$ cat src/rtl/spi_transfer_controller.sv
// Sequences one 8-bit SPI mode-0, MSB-first transfer through an external shift_register:
// load, chip select, SCLK generation, one shift strobe per bit, then read-back of the received byte.
module spi_transfer_controller #(
  parameter int unsigned CLK_DIV = 4
) (
  input  logic       i_clk,
  input  logic       i_rst,
  input  logic       i_start,
  input  logic [7:0] i_tx_data,
  output logic       o_busy,
  output logic       o_done,
  output logic [7:0] o_rx_data,
  output logic       o_sclk,
  output logic       o_cs_n,
  input  logic       i_miso,
  output logic [1:0] o_sr_mode,
  output logic       o_sr_output_enable_n,
  output logic       o_sr_slow_clk,
  output logic [7:0] o_sr_parallel,
  output logic       o_sr_serial,
  input  logic [7:0] i_sr_parallel
);

  localparam int unsigned DIV_W  = 8;
  localparam int unsigned BIT_W  = 8;
  localparam int unsigned DATA_W = 8;
  localparam logic [DIV_W-1:0] DIV_LAST = DIV_W'(CLK_DIV - 1);
  localparam logic [BIT_W-1:0] BIT_LAST = BIT_W'(7);

  typedef enum logic [2:0] {
    S_IDLE,
    S_LOAD,
    S_SETUP,
    S_XFER,
    S_READ,
    S_CAPTURE,
    S_DONE
  } state_t;

  state_t              state_q, state_d;
  logic [DIV_W-1:0]    div_cnt_q, div_cnt_d;
  logic [BIT_W-1:0]    bit_cnt_q, bit_cnt_d;
  logic                busy_q, busy_d;
  logic                done_q, done_d;
  logic [DATA_W-1:0]   rx_data_q, rx_data_d;
  logic                sclk_q, sclk_d;
  logic                cs_n_q, cs_n_d;
  logic [1:0]          sr_mode_q, sr_mode_d;
  logic                sr_oe_n_q, sr_oe_n_d;
  logic                sr_slow_clk_q, sr_slow_clk_d;
  logic [DATA_W-1:0]   sr_parallel_q, sr_parallel_d;
  logic                sr_serial_q, sr_serial_d;
  logic                div_last;
  logic                sclk_nxt;

  assign div_last = (div_cnt_q == DIV_LAST);

  // Next state plus the registered outputs for the cycle that state_d describes.
  always_comb begin
    state_d       = state_q;
    div_cnt_d     = div_cnt_q;
    bit_cnt_d     = bit_cnt_q;
    sclk_nxt      = 1'b0;
    busy_d        = 1'b0;
    done_d        = 1'b0;
    cs_n_d        = 1'b1;
    sclk_d        = 1'b0;
    sr_mode_d     = 2'b00;
    sr_oe_n_d     = 1'b1;
    sr_slow_clk_d = 1'b0;
    rx_data_d     = rx_data_q;
    sr_parallel_d = sr_parallel_q;
    sr_serial_d   = sr_serial_q;

    unique case (state_q)
      S_IDLE: begin
        if (i_start) begin
          state_d       = S_LOAD;
          sr_parallel_d = i_tx_data;
        end
      end
      S_LOAD: begin
        state_d   = S_SETUP;
        div_cnt_d = '0;
      end
      S_SETUP: begin
        if (div_last) begin
          state_d   = S_XFER;
          div_cnt_d = '0;
          bit_cnt_d = '0;
        end else begin
          div_cnt_d = div_cnt_q + DIV_W'(1);
        end
      end
      S_XFER: begin
        sclk_nxt = sclk_q;
        if (div_last) begin
          div_cnt_d = '0;
          sclk_nxt  = ~sclk_q;
          if (sclk_q) begin
            bit_cnt_d = bit_cnt_q + BIT_W'(1);
            if (bit_cnt_q == BIT_LAST) begin
              state_d  = S_READ;
              sclk_nxt = 1'b0;
            end
          end
        end else begin
          div_cnt_d = div_cnt_q + DIV_W'(1);
        end
      end
      S_READ:    state_d = S_CAPTURE;
      S_CAPTURE: state_d = S_DONE;
      S_DONE:    state_d = S_IDLE;
      default:   state_d = S_IDLE;
    endcase

    unique case (state_d)
      S_LOAD: begin
        busy_d    = 1'b1;
        sr_mode_d = 2'b11;
      end
      S_SETUP: begin
        busy_d = 1'b1;
        cs_n_d = 1'b0;
      end
      S_XFER: begin
        busy_d        = 1'b1;
        cs_n_d        = 1'b0;
        sr_mode_d     = 2'b10;
        sclk_d        = sclk_nxt;
        sr_slow_clk_d = sclk_nxt && (div_cnt_d == DIV_LAST);
        if (sclk_nxt && !sclk_q) begin
          sr_serial_d = i_miso;
        end
      end
      S_READ: begin
        busy_d    = 1'b1;
        cs_n_d    = 1'b0;
        sr_oe_n_d = 1'b0;
      end
      S_CAPTURE: begin
        // Sampled while READ has the register's output enabled.
        busy_d    = 1'b1;
        cs_n_d    = 1'b0;
        rx_data_d = i_sr_parallel;
      end
      S_DONE: begin
        busy_d = 1'b1;
        done_d = 1'b1;
      end
      default: ;
    endcase
  end

  always_ff @(posedge i_clk) begin
    if (i_rst) begin
      state_q       <= S_IDLE;
      div_cnt_q     <= '0;
      bit_cnt_q     <= '0;
      busy_q        <= 1'b0;
      done_q        <= 1'b0;
      rx_data_q     <= '0;
      sclk_q        <= 1'b0;
      cs_n_q        <= 1'b1;
      sr_mode_q     <= 2'b00;
      sr_oe_n_q     <= 1'b1;
      sr_slow_clk_q <= 1'b0;
      sr_parallel_q <= '0;
      sr_serial_q   <= 1'b0;
    end else begin
      state_q       <= state_d;
      div_cnt_q     <= div_cnt_d;
      bit_cnt_q     <= bit_cnt_d;
      busy_q        <= busy_d;
      done_q        <= done_d;
      rx_data_q     <= rx_data_d;
      sclk_q        <= sclk_d;
      cs_n_q        <= cs_n_d;
      sr_mode_q     <= sr_mode_d;
      sr_oe_n_q     <= sr_oe_n_d;
      sr_slow_clk_q <= sr_slow_clk_d;
      sr_parallel_q <= sr_parallel_d;
      sr_serial_q   <= sr_serial_d;
    end
  end

  assign o_busy               = busy_q;
  assign o_done               = done_q;
  assign o_rx_data            = rx_data_q;
  assign o_sclk               = sclk_q;
  assign o_cs_n               = cs_n_q;
  assign o_sr_mode            = sr_mode_q;
  assign o_sr_output_enable_n = sr_oe_n_q;
  assign o_sr_slow_clk        = sr_slow_clk_q;
  assign o_sr_parallel        = sr_parallel_q;
  assign o_sr_serial          = sr_serial_q;

endmodule

$ cat config.mk
export PLATFORM = sky130hd
export DESIGN_NAME = spi_transfer_controller
export DESIGN_NICKNAME = d
export VERILOG_FILES = /design/src/rtl/spi_transfer_controller.sv
export SDC_FILE = /design/constraint.sdc
export NUM_CORES = 1
export LEC_CHECK = 0
export CAP_MARGIN = 20
export CORE_MARGIN = 8
export CORE_UTILIZATION = 30
export DETAILED_ROUTE_END_ITERATION = 7
export HOLD_SLACK_MARGIN = 0.08
export PLACE_DENSITY = 0.53
export SYNTH_ARGS = -nofsm -noshare
export SYNTH_HDL_FRONTEND = slang
export SYNTH_SLANG_ARGS = --single-unit
export TNS_END_PERCENT = 20
$ cat constraint.sdc
create_clock -name i_clk -period 2.1 [get_ports i_clk]
set_clock_uncertainty 0.2 [all_clocks]
set_input_delay 0.21 -clock i_clk [delete_from_list [all_inputs] [get_ports i_clk]]
set_output_delay 0.21 -clock i_clk [all_outputs]
set_load 0.01 [all_outputs]
# Word level (Yosys, flattened, before mapping)
# Index checks and enable logic that the tools add are counted.
[word_totals]
reg_bits = 44
input_bits = 20
out_inout_bits = 25
[op_classes]
n_addsub = 2
eq_ne = 17
mux = 21
bitwise_logic = 2
n_reduce_logical = 12
[ops]
columns = ["cell", "count"]
rows = [
  ["$mux W8", 4],
  ["$pmux W8 S2", 2],
  ["$pmux W3 S6", 1],
  ["$add A8 B1 Y8 const B", 2],
  ["$eq A8 B2 Y1 const B", 2],
  ["$eq A3 B3 Y1 const B", 5],
  ["$mux W3", 5],
  ["$eq A3 B2 Y1 const B", 4],
  ["$eq A8 B3 Y1 const B", 1],
  ["$mux W1", 8],
  ["$eq A3 B1 Y1 const B", 2],
  ["$ne A2 B2 Y1 const B", 3],
  ["$reduce_or A6 Y1", 1],
  ["$pmux W2 S2", 1],
  ["$reduce_and A2 Y1", 2],
  ["$reduce_and A4 Y1", 1],
  ["$reduce_or A2 Y1", 2],
  ["$reduce_or A4 Y1", 1],
  ["$logic_not A3 Y1", 1],
  ["$logic_and A1 B1 Y1", 2],
  ["$not A1 Y1", 2],
  ["$reduce_bool A2 Y1", 1],
  ["$logic_not A1 Y1", 1],
]

# Logic depth before layout (Yosys ltp)
[depth]
word_depth = 8
mapped_depth = 7
mapped_depth_nobuf = 6

# Least setup slack after synthesis
# No wires, ideal clock.
[synth_timing]
kind = "flip-flop to flip-flop"
startpoint = "reg div_cnt_q[0]"
endpoint = "reg sr_mode_q[0] (netlist: o_sr_mode[0])"
setup_time_ns = 0.131
arrival_ns = 1.595
slack_ns = 0.175
path_stages_with_launch = 7
synth_period_minus_slack_ns = 1.925
path_cell_list = "dfxtp_1 > ha_1 > nor4b_4 > and2_2 > nand3_2 > a32oi_1 > nor4b_2"
[synth_between]
elab_chain_len = 5
elab_cells_between_ends = 7
classes_between = "eq/ne (3); mux (4)"
[synth_rtl]
columns = ["item", "line", "text"]
rows = [
  ["from (decl)", "41", "logic [DIV_W-1:0] div_cnt_q, div_cnt_d;"],
  ["from (signal assigned)", "172", "div_cnt_q <= div_cnt_d;"],
  ["$eq A8 B2 Y1 (*)", "56", "assign div_last = (div_cnt_q == DIV_LAST);"],
  ["$mux W3, on equally long branches", "97, 87", ""],
  ["$pmux W3 S6 (*)", "75", "unique case (state_q)"],
  ["$eq A3 B2 Y1 / $eq A3 B1 Y1 (equally long branches)", "117", "unique case (state_d)"],
  ["$pmux W2 S2 (*)", "117", ""],
  ["to (signal assigned)", "179", "sr_mode_q <= sr_mode_d;"],
  ["to (decl)", "48", "logic [1:0] sr_mode_q, sr_mode_d;"],
]
# Every way passes the cells marked *; elsewhere a longest branch is shown, timed or not.
# A chain may end at the register's enable or synchronous reset.

# Worst setup path in the final report
[layout_timing]
startpoint = "reg div_cnt_q[2]"
endpoint = "reg sr_slow_clk_q (netlist: o_sr_slow_clk)"
[layout_between]
elab_chain_len = 6
elab_cells_between_ends = 14
classes_between = "add/sub (1); eq/ne (3); mux (7); bitwise (1); reduce/logical (2)"
[layout_rtl]
columns = ["item", "line", "text"]
rows = [
  ["parallel branches: the longest is 6 deep, another holds $add A8 B1 Y8", "-", ""],
  ["to (signal assigned)", "181", "sr_slow_clk_q <= sr_slow_clk_d;"],
  ["to (decl)", "50", "logic sr_slow_clk_q, sr_slow_clk_d;"],
]
# Several ways; the timed one is not identified.

==> flow_summary.yaml <==
synth:
  synth_nets: 259
  yosys_warnings: 0
  ys_top_cells_by_area: "dfxtp_1 (43%), nand2_1 (8.9%), a21oi_1 (5.9%), nor2_1 (3.9%), nand4_1 (2.5%)"
  ys.flop_type: "dfxtp_1"
  synth_edf_count: 0
  syn-instance-count: 237
  synth_cell_types: 52
  ys_async_sr_fraction: 0
  netlist_area_mm2: 0.00203
  synth_area_leader_cell: "dfxtp_1"
  synth_seq_cells: 44
  synth.avg_cell_area_um2: 8.58
  seq_area_frac_synth: 0.433
  netlist.area_leader.share: 0.433
floorplanning:
  start_util: 0.304
  num_rows: 30
  core_mm2: 0.00668
  die_y_um: 98.4
  num_io_pins: 45
  die_w_um: 98.4
  die-area_mm2: 0.00967
setup_path:
  endpoint: "o_sr_slow_clk$_SDFF_PP0_"
  reg2reg_setup_slack_ns: 0.10
  crit_start: "div_cnt_q[2]$_SDFF_PP0_"
  start_kind: "flop"
  cp_slowest_cell: "dfxtp_1"
  cp-end-kind: "flop"
  r2r_end: "o_sr_slow_clk$_SDFF_PP0_"
  crit_type: "flop to flop"
  path_max_fanout: 11
  cpPeakStageDelay_ns: 0.67
  arrival_ns: 2.01
  worstPathCellList: "nand3_4 -> o211a_1 -> a211oi_2 -> nand2_1 -> nor4b_2"
  r2r-start: "div_cnt_q[2]$_SDFF_PP0_"
  required_ns: 2.11
  r2r_cells: 5
clock_network:
  cts_buffer_depth: 2
  cts_tree: "yes"
  clock-sinks: 44
  cts_setup_buffers: 0
  numCtsBuffers: 5
  cts_max_level: 2
  hold_buffers: 0
  clk_latency_ns: 0.29
  clkTransAtPathRegs_ns: 0.08
  cts_root_buf: "clkbuf_8"
global_routing:
  grt_max_degree: 39
  grt-ovfl-total: 0
  grt_pass1_wl_um: 8540
  grt_usage: 0.109
  grt_pass1_vias: 1721
  antenna_found_initial: 0
flow_run:
  drv_cap: 0
power_and_ir_drop:
  p_leak_nw: 0.920
  cellPowerDensity_mw_per_mm2: 594
  peakVddDrop_mv: 0.216
placement:
  port_buffers: 44
  post_dp_cell_area_mm2: 0.00259
  gp_congestion: 0.803
  hpwlAfterDp_um: 3790
detailed_routing:
  antenna_left: 0
  drtIter0Drc: 38
  drc: 0
  routed_via_density: 4.91
  vias: 1803
  wl_per_cell_um: 14.0
  finalWirelength_um: 5120
  dr.pass1.iters: 4
timing:
  slew-limit-headroom: 0.641
  fin_crit_sh: 0.951
  tightest_slew_ns: 0.537
  period_needed_ns: 2.00
  hold_viol: 0
  rsz0062_at_grt: "no"
  clock.fmax_mhz: 501
  tns_ns: 0
  finalSetupViolCount: 0
  maxSlewViolCount: 0
layout:
  final_cell_mix: "nand2_1 (48), dfxtp_1 (44), clkdlybuf4s50_1 (44)"
  final_common_cell: "nand2_1"
  finalNetCount: 309
  diodes: 0
  fin_area_mm2: 0.00268
  drive_gt1_frac: 0.115
  syn_to_final_growth_pct: 31.7
worst_hold_path:
  hp-class: "flop to flop"
run_status:
  status: "complete, no violations"
-- worst max-delay path, delay by kind of cell, from the launching register on --
kind,cells,cell delay (ns)
AO/OA/AOI/OAI,2,0.50
flip-flops,1,0.67
AND/OR/NAND/NOR,3,0.54
-- synthesized netlist by cell type (all sizes together) (2+ instances only) --
cell and count:
a211oi 3, a21oi 24, a22oi 2, a31oi 2, a32oi 3, and2 3
and4 5, buf 7, clkbuf 6, dfxtp 44, ha 2, inv 3
mux2i 4, nand2 48, nand2b 5, nand3 6, nand4 8, nor2 21
nor3 8, nor4 2, nor4b 3, o21ai 5, o21bai 2, or3 2
xnor2 2, xor2 3
-- metal layers --
metal  global-route usage  vias up  part of all wire
met4               0.0390        0             0.013
met1                0.129      837              0.46
met5                    0        -                 0
met2                0.179       24              0.49
li1                     -      936                 -
met3               0.0349        6             0.036
-- worst min path at each step --
stage	start	to	slack, ns	cells past startpoint
after floorplan	i_sr_parallel[0]	o_rx_data[0]$_SDFFE_PP0N_	0.15	2
after global placement	o_sr_parallel[7]$_SDFFE_PP0P_	o_sr_parallel[7]$_SDFFE_PP0P_	0.24	2
after detailed placement	o_rx_data[7]$_SDFFE_PP0N_	o_rx_data[7]$_SDFFE_PP0N_	0.25	2
after CTS	i_sr_parallel[1]	o_rx_data[1]$_SDFFE_PP0N_	0.25	3
after global routing	i_sr_parallel[1]	o_rx_data[1]$_SDFFE_PP0N_	0.24	3
final	o_rx_data[4]$_SDFFE_PP0N_	o_rx_data[4]$_SDFFE_PP0N_	0.26	2
-- cell type report --
type	instances	area [um2]
repair buffers	56	531
multi-input cells	177	1080
fillers	684	4000
flip-flops and latches	44	881
clock inverters	2	12.5
clock buffers	5	68.8
well taps	80	100
inverters	3	11.3
-- metrics by stage --
stage | power [mW] | setup slack (ns) | util | cells | hold WS (ns)
floorplan | 0.991 | 0.175 | - | 237 | 0.146
global placement | 1.10 | 0.180 | 0.388 | 360 | 0.241
detailed placement | 1.10 | 0.134 | 0.388 | 360 | 0.247
CTS | 1.62 | 0.104 | 0.400 | 367 | 0.248
global route | 1.68 | 0.0167 | 0.401 | 367 | 0.241
finish | 1.59 | 0.103 | 0.401 | 367 | 0.256
-- timing repair --
item                                    4_1_cts  5_1_grt
endpoints found under the setup margin        0        5
hold endpoints to repair                      0        0
gates resized for setup                       0        2
-- cells by family (layout without fill, tap and decap cells) --
kind of cell,after synthesis,count (layout),share of synthesized area
xor+xnor,5,5,0.0215
simple gates,119,119,0.325
flops,44,44,0.433
buf+inv,16,66,0.0424
fa+ha+maj,2,2,0.0123
mux,4,4,0.0197
compound gates,47,47,0.146
-- power by group --
part | switching (mW) | total, mW | internal [mW]
Combinational | 0.107 | 0.216 | 0.109
Clock | 0.286 | 0.512 | 0.226
Sequential | 0.00944 | 0.865 | 0.856
Total | 0.402 | 1.59 | 1.19
-- registers in the layout (all words and copies together), names as in the netlist, 2 cells and up --
name / cells
o_rx_data: 8
bit_cnt_q: 8
div_cnt_q: 8
o_sr_parallel: 8
state_q: 3
o_sr_mode: 2
(Power assumes the default switching activity.)
